$ cat src/rtl/alu_matrix_pkg.sv
// Shared constants and types for the ALU matrix sequencer: select codes,
// element count, operation and FSM state encodings.
package alu_matrix_pkg;

    localparam int N_ELEM = 9;

    localparam logic [5:0] SEL_A_BASE    = 6'd0;
    localparam logic [5:0] SEL_B_BASE    = 6'd9;
    localparam logic [5:0] SEL_R_BASE    = 6'd18;
    localparam logic [5:0] SEL_NOP       = 6'd27;
    localparam logic [5:0] SEL_TRANSPOSE = 6'd28;
    localparam logic [5:0] SEL_ADD       = 6'd29;

    typedef enum logic {
        OP_TRANSPOSE = 1'b0,
        OP_ADD       = 1'b1
    } alu_op_e;

    typedef enum logic [1:0] {
        ST_IDLE = 2'd0,
        ST_LOAD = 2'd1,
        ST_OP   = 2'd2,
        ST_READ = 2'd3
    } seq_state_e;

    function automatic logic [5:0] op_sel_code(input alu_op_e op);
        return (op == OP_ADD) ? SEL_ADD : SEL_TRANSPOSE;
    endfunction

endpackage

$ cat src/rtl/alu_seq_out_buf.sv
// Single-entry output register for result elements; holds data/last/valid
// stable until the consumer accepts.
module alu_seq_out_buf #(
    parameter int DATA_W = 32
) (
    input  logic              clk,
    input  logic              reset,
    input  logic              i_load,
    input  logic [DATA_W-1:0] i_data,
    input  logic              i_last,
    input  logic              i_ready,
    output logic              o_valid,
    output logic [DATA_W-1:0] o_data,
    output logic              o_last,
    output logic              o_fire
);

    logic              r_valid;
    logic [DATA_W-1:0] r_data;
    logic              r_last;

    assign o_fire  = r_valid & i_ready;
    assign o_valid = r_valid;
    assign o_data  = r_data;
    assign o_last  = r_last;

    always_ff @(posedge clk) begin
        if (reset) begin
            r_valid <= 1'b0;
            r_data  <= '0;
            r_last  <= 1'b0;
        end else if (i_load) begin
            r_valid <= 1'b1;
            r_data  <= i_data;
            r_last  <= i_last;
        end else if (o_fire) begin
            r_valid <= 1'b0;
            r_last  <= 1'b0;
        end
    end

endmodule

$ cat src/rtl/alu_matrix_sequencer.sv
// Protocol engine driving the matrix ALU sel/eleIn/eleOut port: load A,B,
// issue one opcode, stream nine results. ALU_SEQ_SKIP_B_EN skips B on transpose.
import alu_matrix_pkg::*;

module alu_matrix_sequencer #(
    parameter int DATA_W  = 32,
    parameter int OP_HOLD = 2,
    parameter int RD_LAT  = 1
) (
    input  logic              clk,
    input  logic              reset,
    input  logic              cmd_valid,
    input  logic              cmd_op,
    output logic              cmd_ready,
    input  logic              in_valid,
    input  logic [DATA_W-1:0] in_data,
    output logic              in_ready,
    output logic              out_valid,
    output logic [DATA_W-1:0] out_data,
    output logic              out_last,
    input  logic              out_ready,
    output logic              busy,
    output logic [5:0]        sel,
    output logic [DATA_W-1:0] eleIn,
    input  logic [DATA_W-1:0] eleOut
);

    localparam logic [1:0] PH_ISSUE = 2'd0;
    localparam logic [1:0] PH_WAIT  = 2'd1;
    localparam logic [1:0] PH_HOLD  = 2'd2;

    localparam logic [3:0] OP_LAST  = 4'(OP_HOLD - 1);
    localparam logic [3:0] RD_LAST  = 4'(RD_LAT);
    localparam logic [4:0] K_LAST_A = 5'(N_ELEM - 1);
    localparam logic [4:0] K_LAST_B = 5'(2 * N_ELEM - 1);

    seq_state_e        r_state;
    alu_op_e           r_op;
    logic [4:0]        r_k;
    logic [3:0]        r_cnt;
    logic [1:0]        r_phase;
    logic [5:0]        r_sel;
    logic [DATA_W-1:0] r_ele_in;

    logic       w_cmd_fire;
    logic       w_in_fire;
    logic       w_out_fire;
    logic       w_capture;
    logic       w_res_last;
    logic [4:0] w_last_idx;

    assign cmd_ready = (r_state == ST_IDLE);
    assign in_ready  = (r_state == ST_LOAD);
    assign busy      = (r_state != ST_IDLE);
    assign sel       = r_sel;
    assign eleIn     = r_ele_in;

    assign w_cmd_fire = cmd_valid & cmd_ready;
    assign w_in_fire  = in_valid & in_ready;
    assign w_capture  = (r_state == ST_READ) && (r_phase == PH_WAIT) && (r_cnt == RD_LAST);
    assign w_res_last = (r_k == K_LAST_A);

`ifdef ALU_SEQ_SKIP_B_EN
    // Transpose only reads A, so B keeps whatever the previous command left.
    assign w_last_idx = (r_op == OP_TRANSPOSE) ? K_LAST_A : K_LAST_B;
`else
    assign w_last_idx = K_LAST_B;
`endif

    always_ff @(posedge clk) begin
        if (reset) begin
            r_state  <= ST_IDLE;
            r_op     <= OP_TRANSPOSE;
            r_k      <= '0;
            r_cnt    <= '0;
            r_phase  <= PH_ISSUE;
            r_sel    <= SEL_NOP;
            r_ele_in <= '0;
        end else begin
            case (r_state)
                ST_IDLE: begin
                    r_sel <= SEL_NOP;
                    if (w_cmd_fire) begin
                        r_op    <= alu_op_e'(cmd_op);
                        r_k     <= '0;
                        r_state <= ST_LOAD;
                    end
                end
                ST_LOAD: begin
                    if (w_in_fire) begin
                        // A and B codes are contiguous from 0, so k is the code.
                        r_sel    <= SEL_A_BASE + {1'b0, r_k};
                        r_ele_in <= in_data;
                        r_k      <= r_k + 5'd1;
                        if (r_k == w_last_idx) begin
                            r_state <= ST_OP;
                            r_cnt   <= '0;
                        end
                    end else begin
                        r_sel <= SEL_NOP;
                    end
                end
                ST_OP: begin
                    r_sel <= op_sel_code(r_op);
                    if (r_cnt == OP_LAST) begin
                        r_state <= ST_READ;
                        r_phase <= PH_ISSUE;
                        r_k     <= '0;
                        r_cnt   <= '0;
                    end else begin
                        r_cnt <= r_cnt + 4'd1;
                    end
                end
                ST_READ: begin
                    case (r_phase)
                        PH_ISSUE: begin
                            r_sel   <= SEL_R_BASE + {1'b0, r_k};
                            r_cnt   <= '0;
                            r_phase <= PH_WAIT;
                        end
                        PH_WAIT: begin
                            if (r_cnt == RD_LAST) begin
                                r_phase <= PH_HOLD;
                            end else begin
                                r_cnt <= r_cnt + 4'd1;
                            end
                        end
                        default: begin
                            // sel stays on the current result until the beat is taken.
                            if (w_out_fire) begin
                                if (w_res_last) begin
                                    r_state <= ST_IDLE;
                                    r_sel   <= SEL_NOP;
                                end else begin
                                    r_k     <= r_k + 5'd1;
                                    r_sel   <= SEL_R_BASE + {1'b0, r_k} + 6'd1;
                                    r_cnt   <= '0;
                                    r_phase <= PH_WAIT;
                                end
                            end
                        end
                    endcase
                end
                default: r_state <= ST_IDLE;
            endcase
        end
    end

    alu_seq_out_buf #(
        .DATA_W (DATA_W)
    ) u_out_buf (
        .clk     (clk),
        .reset   (reset),
        .i_load  (w_capture),
        .i_data  (eleOut),
        .i_last  (w_res_last),
        .i_ready (out_ready),
        .o_valid (out_valid),
        .o_data  (out_data),
        .o_last  (out_last),
        .o_fire  (w_out_fire)
    );

endmodule

$ cat config.mk
export PLATFORM = sky130hd
export DESIGN_NAME = alu_matrix_sequencer
export DESIGN_NICKNAME = d
export VERILOG_FILES = /design/src/rtl/alu_matrix_pkg.sv /design/src/rtl/alu_seq_out_buf.sv /design/src/rtl/alu_matrix_sequencer.sv
export SDC_FILE = /design/constraint.sdc
export NUM_CORES = 1
export LEC_CHECK = 0
export CORE_MARGIN = 3
export CORE_UTILIZATION = 42
export DETAILED_ROUTE_END_ITERATION = 7
export PLACE_DENSITY_LB_ADDON = 0.25
export SLEW_MARGIN = 40
export SYNTH_ARGS = -nofsm -noshare
export SYNTH_HDL_FRONTEND = slang
export SYNTH_SLANG_ARGS = --single-unit
$ cat constraint.sdc
create_clock -name clk -period 7.6 [get_ports clk]
set_clock_uncertainty 0.2 [all_clocks]
set_input_delay 1.52 -clock clk [delete_from_list [all_inputs] [get_ports clk]]
set_output_delay 1.52 -clock clk [all_outputs]
set_load 0.03 [all_outputs]
=== Yosys cells after proc, flatten, opt, wreduce, memory -nomap -nowiden ===
Index checks and enable logic that the tools add are counted.

* Bits of input ports: 70
* Word-level logic and storage cells: 92
* Register bits: 86
* Output and inout port bits: 75

* Bitwise operators: 3
* Mux-type cells: 38
* Eq/ne operators: 21
* Reduce and logical (&&, ||, !) cells: 16
* Add/sub/neg operators: 4

{| class="wikitable"
|+ Operators by type and width
! operator !! count
|-
| 5-bit two-way mux || 7
|-
| 4-bit two-way mux || 6
|-
| 6-bit case mux with 4 select lines || 1
|-
| 2-bit two-way mux || 11
|-
| 5-bit case mux with 4 select lines || 1
|-
| 6-bit two-way mux || 2
|-
| 4-bit case mux with 3 select lines || 1
|-
| 6-bit case mux with 2 select lines || 1
|-
| 6-bit AND reduction || 2
|-
| 2-bit by 1-bit != test with 1-bit output (second input constant) || 5
|-
| 2-bit != test (second input constant) || 4
|-
| 2-bit case mux with 2 select lines || 2
|-
| 2-bit case mux with 4 select lines || 1
|-
| 4-bit case mux with 2 select lines || 1
|-
| 7-bit AND reduction || 1
|-
| 5-bit by 5-bit adder with 6-bit output (first input constant) || 1
|-
| 6-bit by 1-bit adder with 6-bit output (second input constant) || 1
|-
| 2-bit AND reduction || 3
|-
| 2-bit nonzero test || 3
|-
| 5-bit by 1-bit adder with 5-bit output (second input constant) || 1
|-
| 5-bit by 4-bit equality test with 1-bit output (second input constant) || 1
|-
| 5-bit equality test (second input constant) || 1
|-
| 5-bit AND reduction || 1
|-
| 4-bit by 1-bit adder with 4-bit output (second input constant) || 1
|-
| 14 further kinds || 23
|}

=== Depth between registers and ports, before layout ===
Gate-level depths: netlist of the first run.

* Depth in word-level cells: 6
* Gate-level depth with buffers: 9
* Depth with buffers taken out: 6

=== Modules after synthesis ===
Synthesis of the first run repeated with hierarchy kept, for this count alone.

* Cell total of the unflattened synthesis: 425
* Area total of the unflattened synthesis: 3,719.8 um^2

{| class="wikitable"
|+ By module, submodules not included
! module !! cells each !! seq. area each (um^2) !! area each (um^2) !! times used
|-
| alu_matrix_sequencer || 312 || 1,041.0 || 2,508.7 || 1
|-
| alu_seq_out_buf || 113 || 680.7 || 1,211.2 || 1
|}

=== Least setup slack after synthesis of the first run ===
OpenSTA, ideal clock, no wires.

* Kind: register to output
* Start: reg r_state[0]
* End: out busy
* Arrival: 1.295 ns
* Stages on the path, launching flop included: 5
* Buffers on the path: 1
* Path slack: 4.585 ns
* Required time: 5.880 ns
* Cell sequence: dfxtp_1 > inv_1 > ha_1 > clkbuf_1 > inv_1

* Longest elaborated chain between the ends: 1

{| class="wikitable"
|+ RTL lines
! element !! RTL line !! RTL
|-
| start, declared || alu_matrix_sequencer.sv:37 || <nowiki>seq_state_e r_state;</nowiki>
|-
| start signal, assigned || alu_matrix_sequencer.sv:72 || <nowiki>r_state <= ST_IDLE;</nowiki>
|-
| start signal, assigned || alu_matrix_sequencer.sv:86 || <nowiki>r_state <= ST_LOAD;</nowiki>
|-
| start signal, assigned || alu_matrix_sequencer.sv:96 || <nowiki>r_state <= ST_OP;</nowiki>
|-
| 2-bit nonzero test || alu_matrix_sequencer.sv:54 || <nowiki>assign busy = (r_state != ST_IDLE);</nowiki>
|-
| end, declared || alu_matrix_sequencer.sv:22 || <nowiki>output logic busy,</nowiki>
|}

No other way between the ends.

=== Worst setup path after layout of the first run ===
* Start: reg r_state[0]
* End: out cmd_ready

* Longest elaborated chain between the ends: 1

{| class="wikitable"
|+ RTL lines
! element !! RTL line !! RTL
|-
| 2-bit zero test || alu_matrix_sequencer.sv:52 || <nowiki>assign cmd_ready = (r_state == ST_IDLE);</nowiki>
|-
| end, declared || alu_matrix_sequencer.sv:14 || <nowiki>output logic cmd_ready,</nowiki>
|}

No other way between the ends.

==> impl_metrics.yaml, run 1 <==
cts:
  clkSinkCount: 86
  hold_buffers: 0
  ctsResizeCount: 0
  cts_buffers: 9
  post_cts_buffers: 0
  clk_pin_slew_ps: 90
  clock_path_buffers: 2
  cts_root_buffer: "clkbuf_8"
  clk_latency_ps: 350
  htreeDepth: 3
  cts_tree: "built"
critical_path:
  critPathMaxStageDelay_ps: 770
  worstPathMaxFanout: 13
  crit_arrival_ps: 2050
  critPathLaunchType: "register"
  endpoint_kind: "output pin"
  cp.required_ps: 5880
  crit_chain: "inv_1 > ha_1 > clkdlybuf4s50_1"
  critical-path-slowest-cell: "clkdlybuf4s50_1"
  path_class: "register to output pin"
  worstRegToRegCells: 6
logic_synthesis:
  synth_seq_area_share: 0.451
  synth_compound_area_frac: 0.217
  synth-edff-count: 0
  async_reset_ff_frac: 0
  synth_fp_nets: 573
  synth_common_cells: "140 x nand2_1, 86 x dfxtp_1, 77 x a21oi_1"
  syn_area_um2: 3820
  synth_ff_type: "dfxtp_1"
  synth_top_family_by_area: "simple AND/OR/NAND/NOR gates"
  synth_fa_ha_area_frac: 0.0387
  synth_seq_cells: 86
  synth.area.top_cells: "dfxtp_1 45%, nand2_1 14%, a21oi_1 10%"
  synth_xor_area_frac: 0.00229
  yosysMostFrequentCell: "nand2_1"
  synth_cells: 492
  synth.distinct_cells: 54
  synth_mux_area_frac: 0.00262
  yosys.area_share.simple: 0.236
  avgSynthCellArea_um2: 7.76
  yosysWarningCount: 0
  synth.top_cell.area_share: 0.451
  yosysTopAreaCell: "dfxtp_1"
place:
  dpl.hpwl_mm: 7.88
  numPortBuffers: 144
  place_area_um2: 5290
  gp_congestion: 0.912
  dpl_worst_slack_ps: 4020
detailed_routing:
  dr.pass1.iters: 4
  num_vias: 3873
  first_iter_violations: 204
  viasPerCell: 5.34
  drc_errors: 0
  post_drt_wl_per_cell_um: 15.2
  wl_mm: 11.0
  ant_nets: 0
power_and_ir_drop:
  p_leak_nw: 1.88
  ir_drop_uv: 168
  power_density_nw_per_um2: 235
  finalPower_mw: 1.29
sta:
  fin_crit_sh: 0.496
  finalHoldViolCount: 0
  report.final.slew_viol_count: 0
  final.setup.worst_slack_ps: 3830
  finalSetupViolCount: 0
  worst_pin_slew_ps: 727
  maxSlewHeadroom: 0.516
  fin_crit_ps: 3770
  timing.fmax_ghz: 0.265
  rsz0062_at_grt: "no"
  setup_tns_ps: 0
die:
  core_um2: 8760
  die_area_um2: 10300
  start_util: 0.436
  chipHeight_um: 101
  dieWidth_um: 101
  rows: 34
  io_pins: 145
global_routing:
  antenna_found_initial: 0
  gr-total-overflow: 0
  grt_max_degree: 83
  grt_pass1_wl_mm: 17.5
  grt_use_total: 0.207
  grt_pass1_vias: 3781
min_path:
  hold_path_depth: 2
  min_path_type: "register to register"
finish:
  fillers: 782
  nNetsFinal: 694
  area.growth.synth_to_final_pct: 43.7
  drive_gt1_frac: 0.0438
  fin_area_um2: 5490
  antenna_cells: 0
outcome:
  outcome: "finished clean"
flow_run:
  max_cap_viol_count: 0
==> per-stage QoR <==
stage	cells	hold WS [ps]	utilization
final	725	257	0.626
after detailed placement	710	246	0.604
after global placement	710	241	0.602
after CTS	725	260	0.626
after global routing	725	277	0.626
after floorplan	492	254	-
==> path summary, 6_finish.rpt <==
kind / end / slack [ps] / start
setup / recovery: cmd_ready / 3830 / r_state[0]
hold / removal: eleIn[14] / 260 / eleIn[14]
setup reg to reg: r_cnt[2] / 4870 / r_state[0]
hold reg to reg: eleIn[14] / 260 / eleIn[14]
==> power breakdown <==
part | internal (mW) | switching, mW
clock | 0.154 | 0.172
combinational | 0.176 | 0.268
sequential | 0.489 | 0.0279
total | 0.819 | 0.469
==> state kept, by name, summed over array words and instances (netlist names) <==
register / cells
eleIn: 32
u_out_buf.o_last: 1
u_out_buf.o_data: 32
sel: 6
r_op: 1
u_out_buf.o_valid: 1
r_state: 2
r_cnt: 4
r_phase: 2
r_k: 5
==> layer usage <==
layer / part of all wire / global-route usage / up-vias
li1: - / - / 1931
met1: 0.43 / 0.267 / 1787
met2: 0.48 / 0.347 / 142
met3: 0.078 / 0.0468 / 13
met4: 0.013 / 0.0603 / 0
met5: 0 / 0 / -
==> layout make-up <==
class | instances | area (um2) | share of cell area
clock buffers | 9 | 124 | 0.0226
clock inverters | 6 | 71.3 | 0.0130
inverters | 17 | 63.8 | 0.0116
multi-input cells | 353 | 1920 | 0.349
flip-flops and latches | 86 | 1720 | 0.314
well taps | 108 | 135 | 0.0246
repair buffers | 146 | 1460 | 0.265
==> logic make-up (layout without fill, tap and decap cells) <==
kind of cell | Yosys count | in the layout
AOI/OAI and AO/OA | 136 | 136
and+or+nand+nor | 203 | 203
xor gates and xnor gates | 1 | 1
muxes | 1 | 1
adders and majority gates | 12 | 12
DFF | 86 | 86
buffers and inverters | 53 | 178
==> worst max-delay path: cells and delay by family, from the launching register on <==
family | cells | cell delay, ps
flops | 1 | 360
fa+ha+maj | 1 | 470
buf+inv | 2 | 860
==> cell usage in the layout, fill, tap and decap left out, types with 5 or more instances in the layout <==
cell	n
clkdlybuf4s50_1	143
nand2_1	139
dfxtp_1	86
a21oi_1	77
inv_1	16
o21ai_0	12
nand3_1	12
nor2_1	11
ha_1	11
clkbuf_8	9
nor3_1	5
o31ai_1	5
a211oi_1	5
Power figures use the tool's default switching activity.
==> run 2: changes to the inputs <==
clock period = 3.7 ns   (was 7.6 ns; I/O delays follow)
==> run 2 against run 1 <==
Worst setup slack got worse by 3100 ps; cell count increased by 0.28%; die area unchanged; register-to-register slack got worse by 3900 ps; sequential power increased by 110%; first-iteration DRC count increased by 0.49%; clock-buffer cell count unchanged; wire length decreased by 0.33%; total power increased by 110%; sequential share of layout area decreased by 0.13 points.
==> impl_metrics.yaml, run 2 (synthesis results as in run 1) <==
cts:
  cts_root_buffer: "clkbuf_8"
  htreeDepth: 3
  clk_latency_ps: 340
  cts_buffers: 9
  post_cts_buffers: 0
  hold_buffers: 0
  clock_path_buffers: 2
  cts_tree: "built"
  ctsResizeCount: 0
  clk_pin_slew_ps: 90
  clkSinkCount: 86
critical_path:
  worstPathMaxFanout: 13
  endpoint_kind: "output pin"
  crit_buf_inv: 2
  critPathTopFamily: "buffers and inverters"
  cp.required_ps: 2760
  crit_arrival_ps: 2040
  crit_chain: "inv_1 > ha_1 > clkdlybuf4s50_1"
  path_class: "register to output pin"
  critical-path-slowest-cell: "clkdlybuf4s50_1"
  critPathMaxStageDelay_ps: 770
  critPathLaunchType: "register"
global_routing:
  grt_max_degree: 83
  gr-total-overflow: 0
  grt_use_total: 0.209
  grt_pass1_wl_mm: 17.6
  global_route.usage.met3: 0.0475
  antenna_found_initial: 0
  grt_use_met2: 0.335
  met1_usage: 0.282
  top_usage_layer: "met2"
  grt_pass1_vias: 3674
detailed_routing:
  viasPerCell: 5.44
  post_drt_wl_per_cell_um: 15.1
  ant_nets: 0
  num_vias: 3955
  drc_errors: 0
  dr.pass1.iters: 5
  wl_mm: 11.0
  first_iter_violations: 205
die:
  die_area_um2: 10300
  rows: 34
  chipHeight_um: 101
  io_pins: 145
  core_um2: 8760
  dieWidth_um: 101
  start_util: 0.436
power_and_ir_drop:
  p_int_mw: 1.75
  p_leak_nw: 1.90
  p_sw_mw: 0.959
  power_density_nw_per_um2: 491
  swShare: 0.354
  pwr-share-comb: 0.339
  ir_drop_uv: 419
  p_seq_frac: 0.392
  finalPower_mw: 2.71
  pwr-share-clk: 0.269
sta:
  finalSetupViolCount: 0
  setup_tns_ps: 0
  report.final.slew_viol_count: 0
  maxSlewHeadroom: 0.538
  fin_crit_ps: 2980
  timing.fmax_ghz: 0.335
  fin_crit_sh: 0.806
  finalHoldViolCount: 0
  hold_slack_ps: 256
  worst_pin_slew_ps: 692
  rsz0062_at_grt: "no"
finish:
  final_common_cell: "clkdlybuf4s50_1"
  finalNonFillerCells: 727
  mostFrequentLayoutCells: "143 x clkdlybuf4s50_1, 139 x nand2_1, 86 x dfxtp_1"
  nNetsFinal: 696
  antenna_cells: 0
  fillers: 770
  drive_gt1_frac: 0.0436
  area.growth.synth_to_final_pct: 44.3
  fin_util: 0.629
flow_run:
  max_cap_viol_count: 0
place:
  numPortBuffers: 144
  post-place-cells: 712
  dpl.hpwl_mm: 7.72
  gp_congestion: 0.914
outcome:
  outcome: "finished clean"
min_path:
  min_path_type: "register to register"
==> run 2: cell types whose count changed in the layout (fill, tap and decap cells not counted) <==
cell	before	now
buf_4	1	3
and2_1	2	3
and2_2	1	0
bufinv_16	1	2
clkinv_2	1	0
clkinv_4	1	0
clkinvlp_4	1	2
nor4bb_1	0	1
nor4bb_4	1	0
==> run 2: cell type report <==
| type | instances | area, um2 | share of cell area |
|---|---|---|---|
| clock buffer | 9 | 124 | 0.0225 |
| clock inverter | 6 | 95.1 | 0.0173 |
| inverter | 17 | 63.8 | 0.0116 |
| multi-input combinational | 353 | 1900 | 0.345 |
| sequential | 86 | 1720 | 0.312 |
| tap | 108 | 135 | 0.0245 |
| timing repair buffer | 148 | 1470 | 0.267 |
==> run 2: routing by layer <==
metal / vias up / share of wire
li1: 1941 / -
met1: 1841 / 0.43
met2: 161 / 0.47
met3: 12 / 0.081
met4: 0 / 0.0099
met5: - / 0
==> run 2: path summary, 6_finish.rpt <==
check | start | endpoint | slack [ps] | cells after the start
setup / recovery | r_state[1] | cmd_ready | 720 | 3
hold / removal | u_out_buf.o_data[22] | u_out_buf.o_data[22] | 260 | 2
hold reg to reg | u_out_buf.o_data[22] | u_out_buf.o_data[22] | 260 | 2
setup reg to reg | r_state[0] | u_out_buf.o_data[15] | 960 | 6
==> run 2: through the flow <==
step           instance area, um2  setup WS [ps]
6_report                     5510            719
5_1_grt                      5510            605
4_1_cts                      5510            719
3_5_place_dp                 5290            952
3_3_place_gp                 5290            992
2_1_floorplan                3820           1260
==> run 2: worst register-to-register path: cells and delay by family, from the launching register on <==
family                     cells  cell delay (ps)
AOI/OAI and AO/OA              1              140
DFF                            1              400
and+or+nand+nor                3              970
buffers and inverters          1              360
adders and majority gates      1              610
==> run 2: power by group through the flow <==
stage / clock, mW / combinational (mW) / sequential, mW
after floorplan: 0 / 0.448 / 1.19
after global placement: 0 / 0.890 / 1.08
after detailed placement: 0 / 0.911 / 1.08
after CTS: 0.743 / 0.915 / 1.06
after global routing: 0.786 / 0.994 / 1.07
final: 0.728 / 0.920 / 1.06
